**src/rtl/cic_pkg.sv**
```systemverilog
// Shared definitions for the CIC decimator control slice:
// error bit positions, minimum legal rate and the comb tag bundle.
package cic_pkg;

   localparam int ERR_OVERRUN = 0;
   localparam int ERR_BADRATE = 1;
   localparam int MIN_RATE    = 2;

   // One entry of the comb-latency tag pipeline
   typedef struct packed {
      logic vld;
      logic keep;
   } tag_t;

endpackage

```
**src/rtl/cic_rate_counter.sv**
```systemverilog
// Input sample counter, rate register and pending rate change.
// Ports: clk, reset_n, in_valid, cfg_rate/cfg_valid/cfg_ready,
// dec_strobe, rate_apply (change taking effect), bad_rate, cur_rate.
module cic_rate_counter
   import cic_pkg::*;
#(
   parameter int RATE_WIDTH   = 5,
   parameter int DEFAULT_RATE = 24
) (
   input  logic                  clk,
   input  logic                  reset_n,
   input  logic                  in_valid,
   input  logic [RATE_WIDTH-1:0] cfg_rate,
   input  logic                  cfg_valid,
   output logic                  cfg_ready,
   output logic                  dec_strobe,
   output logic                  rate_apply,
   output logic                  bad_rate,
   output logic [RATE_WIDTH-1:0] cur_rate
);

   logic [RATE_WIDTH-1:0] count;
   logic [RATE_WIDTH-1:0] rate_q;
   logic [RATE_WIDTH-1:0] pend_rate;
   logic                  pend;
   logic                  at_wrap;
   logic                  cfg_fire;
   logic                  cfg_bad;

   assign at_wrap    = (count == rate_q - RATE_WIDTH'(1));
   assign dec_strobe = reset_n && in_valid && at_wrap;
   assign cfg_ready  = !pend;
   assign cfg_fire   = reset_n && cfg_valid && !pend;
   assign cfg_bad    = (cfg_rate < RATE_WIDTH'(MIN_RATE));
   assign bad_rate   = cfg_fire && cfg_bad;
   // A pending rate only lands on a decimation boundary
   assign rate_apply = dec_strobe && pend;
   assign cur_rate   = rate_q;

   always_ff @(posedge clk) begin
      if (!reset_n) begin
         count     <= '0;
         rate_q    <= RATE_WIDTH'(DEFAULT_RATE);
         pend_rate <= RATE_WIDTH'(DEFAULT_RATE);
         pend      <= 1'b0;
      end else begin
         if (in_valid) begin
            count <= at_wrap ? '0 : count + RATE_WIDTH'(1);
         end
         if (rate_apply) begin
            rate_q <= pend_rate;
            pend   <= 1'b0;
         end else if (cfg_fire && !cfg_bad) begin
            pend_rate <= cfg_rate;
            pend      <= 1'b1;
         end
      end
   end

endmodule

```
**src/rtl/cic_decim_ctrl.sv**
```systemverilog
// CIC comb-section sequencer: strobes the combs, blanks warm-up outputs,
// buffers comb output in a valid/ready register and flags errors.
// Ports: clk, reset_n, in_valid, cfg_*, dec_strobe, comb_clear, cic_data,
// out_data/out_valid/out_ready, out_error[1:0], cur_rate.
module cic_decim_ctrl
   import cic_pkg::*;
#(
   parameter int NUM_STAGES   = 4,
   parameter int DATA_WIDTH   = 19,
   parameter int RATE_WIDTH   = 5,
   parameter int DEFAULT_RATE = 24,
   parameter int COMB_LAT     = 1
) (
   input  logic                  clk,
   input  logic                  reset_n,
   input  logic                  in_valid,
   input  logic [RATE_WIDTH-1:0] cfg_rate,
   input  logic                  cfg_valid,
   output logic                  cfg_ready,
   output logic                  dec_strobe,
   output logic                  comb_clear,
   input  logic [DATA_WIDTH-1:0] cic_data,
   output logic [DATA_WIDTH-1:0] out_data,
   output logic                  out_valid,
   input  logic                  out_ready,
   output logic [1:0]            out_error,
   output logic [RATE_WIDTH-1:0] cur_rate
);

   localparam int WW = $clog2(NUM_STAGES + 1);

   logic          rate_apply;
   logic          bad_rate;
   logic [WW-1:0] warm;
   logic          keep_now;
   logic          arrive;
   logic          clear_q;
   logic [1:0]    err_q;
   tag_t          tags [COMB_LAT];

   cic_rate_counter #(
      .RATE_WIDTH   (RATE_WIDTH),
      .DEFAULT_RATE (DEFAULT_RATE)
   ) u_cnt (
      .clk        (clk),
      .reset_n    (reset_n),
      .in_valid   (in_valid),
      .cfg_rate   (cfg_rate),
      .cfg_valid  (cfg_valid),
      .cfg_ready  (cfg_ready),
      .dec_strobe (dec_strobe),
      .rate_apply (rate_apply),
      .bad_rate   (bad_rate),
      .cur_rate   (cur_rate)
   );

   // The boundary strobe of a rate change still sees stale comb delays
   assign keep_now   = !rate_apply && (warm == '0);
   assign arrive     = tags[COMB_LAT-1].vld && tags[COMB_LAT-1].keep;
   assign comb_clear = clear_q;
   assign out_error  = err_q;

   always_ff @(posedge clk) begin
      if (!reset_n) begin
         warm    <= WW'(NUM_STAGES);
         clear_q <= 1'b0;
      end else begin
         clear_q <= rate_apply;
         if (rate_apply) begin
            warm <= WW'(NUM_STAGES);
         end else if (dec_strobe && warm != '0) begin
            warm <= warm - WW'(1);
         end
      end
   end

   // Tag shift register matches the comb pipeline latency
   always_ff @(posedge clk) begin
      if (!reset_n) begin
         for (int i = 0; i < COMB_LAT; i++) begin
            tags[i] <= '0;
         end
      end else begin
         tags[0] <= '{vld: dec_strobe, keep: keep_now};
         for (int i = 1; i < COMB_LAT; i++) begin
            tags[i] <= tags[i-1];
         end
      end
   end

   always_ff @(posedge clk) begin
      if (!reset_n) begin
         out_data  <= '0;
         out_valid <= 1'b0;
         err_q     <= '0;
      end else begin
         if (bad_rate) begin
            err_q[ERR_BADRATE] <= 1'b1;
         end
         if (arrive) begin
            if (!out_valid || out_ready) begin
               out_data  <= cic_data;
               out_valid <= 1'b1;
            end else begin
               err_q[ERR_OVERRUN] <= 1'b1;
            end
         end else if (out_ready) begin
            out_valid <= 1'b0;
         end
      end
   end

endmodule

```
**config.mk**
```make
export PLATFORM = sky130hd
export DESIGN_NAME = cic_decim_ctrl
export DESIGN_NICKNAME = d
export VERILOG_FILES = /design/src/rtl/cic_pkg.sv /design/src/rtl/cic_rate_counter.sv /design/src/rtl/cic_decim_ctrl.sv
export SDC_FILE = /design/constraint.sdc
export NUM_CORES = 1
export LEC_CHECK = 0
export CORE_MARGIN = 2
export CORE_UTILIZATION = 50
export CTS_BUF_LIST = sky130_fd_sc_hd__clkbuf_8
export DETAILED_ROUTE_END_ITERATION = 7
export PLACE_DENSITY_LB_ADDON = 0.08
export SLEW_MARGIN = 20
export SYNTH_ARGS = -nofsm -noshare
export SYNTH_HDL_FRONTEND = slang
export SYNTH_SLANG_ARGS = --single-unit
```
**constraint.sdc**
```tcl
create_clock -name clk -period 2.78 [get_ports clk]
set_clock_uncertainty 0.05 [all_clocks]
set_input_delay 0.417 -clock clk [delete_from_list [all_inputs] [get_ports clk]]
set_output_delay 0.417 -clock clk [all_outputs]
set_load 0.01 [all_outputs]
```
======== After elaboration in Yosys (flattened, before gate mapping) ========
Memory sizes are Yosys's and may differ from the RTL's.
Index checks and enable logic that the tools add are counted.
W data, S select, Z words.
cells by class
  reductions and logical operators ........ 24
  multiplexer cells ....................... 8
  bitwise gates (word level) .............. 3
  $lt $le $gt $ge ......................... 1
  equality and inequality tests ........... 2
  $add $sub $neg .......................... 3
operators by type and width
  cell                   number
  $logic_and A1 B1 Y1    10
  $reduce_and A2 Y1      4
  $mux W1                6
  $add A5 B1 Y5 const B  1
  $eq A5 B5 Y1           1
  $lt A5 B2 Y1 const B   1
  $mux W5                1
  $sub A5 B1 Y5 const B  1
  $logic_not A1 Y1       4
  $reduce_or A2 Y1       2
  $logic_not A3 Y1       1
  $not A1 Y1             3
  $reduce_bool A3 Y1     1
  $sub A3 B1 Y3 const B  1
  $mux W2                1
  $ne A2 B1 Y1 const B   1
  $reduce_bool A2 Y1     1
  $logic_or A1 B1 Y1     1
word-level totals
  logic and storage cells ................. 52
  register bits after elaboration ......... 42
  output and inout bits ................... 30
  memory bits (writable) .................. 2
  memories kept ........................... 1
memories
  name  depth  width  read ports  clocked after memory_dff  write ports  RTL line              RTL
  tags  1      2      1           0                         1            cic_decim_ctrl.sv:39  tag_t tags [COMB_LAT];

======== Depth between registers and ports, before layout ========
  depth in word-level cells ............... 7
  depth in mapped cells ................... 7

======== Cells and area by module ========
Synthesis repeated with hierarchy kept, for this count alone.
unflattened totals
  cell total of the unflattened synthesis .. 205
  area total of the unflattened synthesis .. 1938.1 µm²
modules (own cells, without submodules)
  module            times used  seq. area each (µm²)  area an instance (µm²)  cells an instance
  cic_decim_ctrl    1           560.5                 1136.1                  117
  cic_rate_counter  1           320.3                 802.0                   88

======== Worst setup path before layout ========
Ideal clock, no wire load.
  path kind ............................... flip-flop to output port
  start point ............................. register u_cnt.rate_q[0], in the netlist u_cnt.cur_rate[0]
  end point ............................... output dec_strobe
  data arrival time ....................... 1.633 ns
  stages on the path, launching flop included .. 8
  path buffers ............................ 1
  slack ................................... 0.680 ns
  required time ........................... 2.313 ns
  cell sequence ........................... dfxtp_1 > inv_1 > ha_1 > xor2_1 > nand4_1 > or2_0 > buf_2 > nor2_1
on the way
  longest elaborated chain between the ends .. 3
RTL lines
  what                    RTL line                RTL
  from (decl)             cic_rate_counter.sv:23  logic [RATE_WIDTH-1:0] rate_q;
  from (signal assigned)  cic_rate_counter.sv:43  rate_q <= RATE_WIDTH'(DEFAULT_RATE);
  from (signal assigned)  cic_rate_counter.sv:51  rate_q <= pend_rate;
  $sub A5 B1 Y5           cic_rate_counter.sv:30  assign at_wrap = (count == rate_q - RATE_WIDTH'(1));
  $eq A5 B5 Y1            cic_rate_counter.sv:30
  $logic_and A1 B1 Y1     cic_rate_counter.sv:31  assign dec_strobe = reset_n && in_valid && at_wrap;
  to (decl)               cic_decim_ctrl.sv:20    output logic dec_strobe,
No other way between the ends.

======== Final worst setup path ========
Ends and elaborated chain as after synthesis.

==> flow_summary.ini <==
[timing]
hold_viol_final = 0
relSlewSlack = 0.625
tns_ns = 0
fmax_mhz = 440
post-route-period-util = 0.818
rsz0062_at_grt = false
final.min_clock_period_ns = 2.27
fin_ws_ns = 0.507
maxSlewViolCount = 0
worst_pin_slew_ns = 0.560
setup_violations = 0

[cts]
root_buffer = clkbuf_8
htreeDepth = 2
clock-sinks = 44
postCtsSetupBuffers = 0
clkLatencyLatePin_ns = 0.29
ctsResizeCount = 0
numCtsBuffers = 5
cts_tree = built
path_clk_slew_ns = 0.07
ctsHoldBuffers = 0
clockBufferDepth = 2

[cells_and_area]
nNetsFinal = 303
antennaDiodeCount = 0
drive_above_1_share = 0.0741
fillers = 293
syn2layout_area_growth_pct = 42.1

[drt]
drtPass1Iterations = 4
num_vias = 1592
drc = 0
drt_iter0_markers = 98
drt-vias-per-instance = 5.04
wl_per_cell_um = 12.5
wl_mm = 3.95
ant_nets = 0

[yosys]
synth_area_leaders = dfxtp_1 50%, nand2_1 11%, a21oi_1 6.0%, nor2_1 4.3%, mux2i_1 4.0%
ys_ff_latch = 44
synth-main-ff-cell = dfxtp_1
yosysTopAreaCell = dfxtp_1
syn_area_per_cell_um2 = 8.52
synth_common_cells = 51 x nand2_1, 44 x dfxtp_1, 21 x a21oi_1, 20 x nor2_1, 8 x clkbuf_1
yosysSeqAreaShare = 0.500
synth_edf_count = 0
synthCells = 207
synth_top_area_frac = 0.500
async_flop_share = 0
yosysWarnings = 0
synth.cell_area_um2 = 1760
synth_nets = 240
ys_types = 34
synth.most_common_cell = nand2_1

[worst_setup_path]
crit_path_start_kind = flop
critPathArrivalTime_ns = 1.81
path_max_fanout = 5
endpoint_kind = primary output
worstPathRequired_ns = 2.31
critPathKind = flop to primary output

[min_path]
hp-class = flop to flop

[global_routing]
grt_pass1_vias = 1595
grt_max_degree = 34
antenna_found_initial = 0
grt-ovfl-total = 0
grt_pass1_wl_mm = 6.80
grt.total_usage = 0.215

[floorplan]
fp.dieH_um = 63.4
rows = 21
num_io_pins = 59
core_um2 = 3360
dieArea_um2 = 4020
die_w_um = 63.4
start_util = 0.524

[place]
dp_slack_ns = 0.359
portBuffers = 58
dp_hpwl_mm = 2.90
gp_congestion = 0.787

[job]
cap_violations = 0

[power]
power.density_nw_per_um2 = 441
p_leak_nw = 0.919
vdd_drop_max_mv = 0.372

[status]
status = completed
## metrics by stage
step                area (um^2)  hold slack (ns)  power [mW]  instances  utilization
finish                     2500            0.404        1.11        316        0.745
global placement           2420            0.391       0.754        309        0.720
detailed placement         2420            0.397       0.755        309        0.720
global route               2500            0.421        1.16        316        0.745
CTS                        2500            0.408        1.12        316        0.743
floorplan                  1760            0.388       0.698        207            -
## critical path, stage by stage, from the launching register on
cell	delay, ns
dfxtp_2	0.37
inv_1	0.05
ha_1	0.29
xor2_1	0.13
nand4_1	0.16
or2_1	0.28
nor2_1	0.08
dlymetal6s2s_1	0.16
## where the power goes
group          total, mW  switching, mW  leakage, nW  internal, mW
Clock              0.365          0.197       0.0452         0.167
Sequential         0.647        0.00841        0.357         0.639
Combinational     0.0934         0.0371        0.517        0.0563
Total               1.11          0.243        0.919         0.863
## layout make-up
class / instances / area [um^2] / area share
Sequential cell: 44 / 883 / 0.353
Multi-Input combinational cell: 145 / 813 / 0.325
Timing Repair Buffer: 66 / 643 / 0.257
Clock buffer: 5 / 68.8 / 0.0275
Tap cell: 46 / 57.6 / 0.0230
Inverter: 8 / 30.0 / 0.0120
Clock inverter: 2 / 8.76 / 0.00350
## metal layers
layer	vias to the layer above	track usage	wire, um	share of wire
met5	-	0	0	0
met4	0	0.0951	78	0.020
met3	9	0.0714	218	0.055
met2	40	0.380	2000	0.51
met1	729	0.232	1650	0.42
li1	814	-	-	-
## cells in the final DEF, fill, tap and decap left out, types with 2 or more instances in the layout
cell,n
dfxtp_2,2
o32ai_1,2
a21oi_1,21
inv_1,8
xnor2_1,3
o211ai_1,2
nand2b_1,4
clkbuf_8,5
ha_1,4
mux2i_1,7
o21ai_0,2
nand2_1,51
a221o_1,2
dfxtp_1,42
nor2b_1,2
nor2_1,20
xor2_1,6
nor3_1,2
a22oi_1,2
nand4_1,3
clkdlybuf4s50_1,57
buf_4,8
## final timing paths
path	start	end	slack, ns	cells after the start
max	u_cnt.cur_rate[0]	dec_strobe	0.51	7
min	out_data[18]	out_data[18]	0.40	2
max reg2reg	u_cnt.cur_rate[0]	u_cnt.cur_rate[0]	0.75	7
min reg2reg	out_data[18]	out_data[18]	0.40	2
## registers in the layout, summed over array words and instances (netlist names)
register and cells:
u_cnt.pend_rate 5, u_cnt.pend 1, out_valid 1, u_cnt.count 5
tags 2, warm 3, out_error 2, u_cnt.cur_rate 5
out_data 19, comb_clear 1
## cell families after synthesis
logic type | count (synthesis) | share of synthesized area
muxes | 7 | 0.0397
and+or+nand+nor | 89 | 0.220
buffers and inverters | 18 | 0.0390
DFF | 44 | 0.500
xor gates and xnor gates | 9 | 0.0447
adders and majority gates | 4 | 0.0284
AOI/OAI and AO/OA | 36 | 0.128
Note: power is estimated with default switching activity, not from simulation.
==> RTL change: new RTL, same settings <==
`RATE_WIDTH` is set to 5 in 2 places; all go to 10.
--- a/src/rtl/cic_rate_counter.sv
+++ b/src/rtl/cic_rate_counter.sv
@@ -4,7 +4,7 @@
 module cic_rate_counter
    import cic_pkg::*;
 #(
-   parameter int RATE_WIDTH   = 5,
+   parameter int RATE_WIDTH   = 10,
    parameter int DEFAULT_RATE = 24
 ) (
    input  logic                  clk,
--- a/src/rtl/cic_decim_ctrl.sv
+++ b/src/rtl/cic_decim_ctrl.sv
@@ -7,7 +7,7 @@
 #(
    parameter int NUM_STAGES   = 4,
    parameter int DATA_WIDTH   = 19,
-   parameter int RATE_WIDTH   = 5,
+   parameter int RATE_WIDTH   = 10,
    parameter int DEFAULT_RATE = 24,
    parameter int COMB_LAT     = 1
 ) (
Interface: changed (resized cfg_rate and cur_rate); port bits go from 59 to 69. The function was not compared with the original's and may differ.
==> RTL change against the original RTL <==
The run now ends with negative setup slack left. Sequential share of layout area down 4.8 points. Non-clock buffer count up 33. Setup slack worse by 0.52 ns. Sequential cell count up 15. Global-route usage about the same. Power up 49%. Synthesized area up 58%. Routed wire length up 59%. Cell area up 55%. Clock power up 77%.
==> RTL change: results (changes against the original RTL) <==
Switching Share=22.9% (+0.95 points); Reg2Reg Depth=11 (+4); failing checks=negative setup slack; number of port buffers=68 (+17%); via count of the first global-routing pass=2291 (+44%); global-route wire length before repair=10500 um (+54%); Final nets=443 (+46%); Yosys warnings=0 (unchanged); hold_sp=u_cnt.pend_rate[7]$_SDFFE_PN0P_; WHS Path Cells=2 (unchanged); Pre-Repair DR Iteration Count=5 (+1); final worst slack=-0.0104 ns (-0.517 ns); # setup viols final=1 (+1); Num CTS Buffers=9 (+4); ranking of synthesized cells by area=dfxtp_1, nand2_1, mux2i_1, a21boi_0, xor2_1; Worst Path Max Fanout=3 (-2); synthesized net count=352 (+47%); initial antenna violation count=0 (unchanged); relative slew slack=29.4% (-33 points); per-cell routed wire length=13.1 um (+4.8%); r2r endpoint=u_cnt.cur_rate[2]$_SDFFE_PN0P_; largest net degree at the start of global routing=61 (+79%); Seq/Total Area, Yosys=42.4% (-7.5 points); CTS clk-pin slew, worst paths=~0.06 ns; Hold/Removal Path Class=reg -> reg; vias per cell=5.07 (+0.61%); Worst setup SP type=flip-flop; sink of the worst hold path=u_cnt.cur_rate[7]$_SDFFE_PN0P_; Largest register FFs=19 (unchanged); Post-DP HPWL=4400 um (+52%); Synth cell types=49 (+44%); WHS=0.410 ns (+0.00524 ns); CTS Root Cell=clkbuf_8; Reg2Reg Setup Slack=0.12 ns (-0.63 ns); peak supply drop=0.000334 V (-10%); H-tree depth=3 (+1); Synth async-reset ratio=0% (unchanged); Final GP Congestion=0.852 (+8.2%); Clock Tree Buf Depth=2 (unchanged); commonest cells in the synthesized netlist=nand2_1, dfxtp_1, a21boi_0; P_leak=1.53 nW (+66%); status=complete, but fails checks; most flop-heavy register=out_data; Iteration-0 DRC Markers=103 (+5.1%); share of post-route cells with drive strength above 1=15.2% (+7.8 points); worst skew pair latency=0.34 ns (+0.05 ns); total track usage=21.6% (+0.037 points); origin of the critical flop-to-flop path=u_cnt.cur_rate[0]$_SDFFE_PN0P_; diode count=0 (unchanged); Arr. time, crit path=2.32 ns (+0.51 ns)
[RTL change: changes by cell type in the layout (fill, tap and decap cells not counted), sizes merged, moves of 10 or more]
| cell | change |
|---|---|
| a21boi | +21 |
| a21oi | -18 |
| buf | +24 |
| clkdlybuf4s50 | +10 |
| dfxtp | +15 |
| mux2i | +10 |
| nand2 | +13 |
| nor2b | +13 |
[RTL change: power by group through the flow]
stage	clock, W	sequential (W)	combinational [W]
after CTS	0.000664	0.000869	0.000129
after floorplan	0	0.000886	0.0000616
after global routing	0.000697	0.000871	0.000142
after global placement	0	0.000887	0.000126
after detailed placement	0	0.000888	0.000128
final	0.000646	0.000870	0.000128
[RTL change: worst max path at each step]
stage,cells after the start,endpoint
global placement,7,dec_strobe
floorplan,8,dec_strobe
finish,7,dec_strobe
CTS,7,dec_strobe
detailed placement,7,dec_strobe
global route,10,dec_strobe
[RTL change: per-stage QoR]
step	setup slack, ns	cell area, um^2	cells	setup TNS (ns)
finish	-0.0104	3890	481	-0.0104
global route	-0.0947	3890	481	-0.110
CTS	-0.0513	3870	480	-0.0513
detailed placement	-0.168	3680	463	-0.168
global placement	-0.139	3680	463	-0.139
floorplan	0.228	2780	314	0
[RTL change: kinds of logic (layout without fill, tap and decap cells)]
group / after synthesis / in the layout / synth area share, %
flip-flops: 59 / 59 / 42.4
AND/OR/NAND/NOR: 137 / 137 / 25.2
multiplexers: 17 / 17 / 6.11
buffers and inverters: 28 / 123 / 4.23
XOR/XNOR: 18 / 18 / 5.67
adder cells (fa/ha/maj): 4 / 4 / 1.80
AO/OA/AOI/OAI: 51 / 51 / 14.5
[RTL change: per-layer routing]
layer  GRT usage [%]  share of wire, %
met1            27.8                48
met5               0                 0
met2            33.2                45
met3            7.82               5.4
met4            7.72               1.5
[RTL change: critical path, cell delays in order, from the launching register on]
cell and delay (ns):
dfxtp_2 0.33, or3_4 0.39, or4_4 0.51, a22oi_4 0.15, o2111a_1 0.21, nor2b_4 0.16
and2_1 0.12, buf_2 0.12
[RTL change: layout make-up]
class,count,area [um^2]
Timing Repair Buffer,99,912
Clock inverter,5,22.5
Inverter,9,33.8
Clock buffer,10,138
Sequential cell,59,1180
Tap cell,72,90.1
Fill cell,444,1550
Multi-Input combinational cell,227,1510
[RTL change: repair_timing]
item                       in CTS  in global routing
pin swaps                       6                  6
hold endpoints to repair        0                  0
resized for setup              11                  3
setup endpoints to repair       1                  4
buffers inserted                2                  1
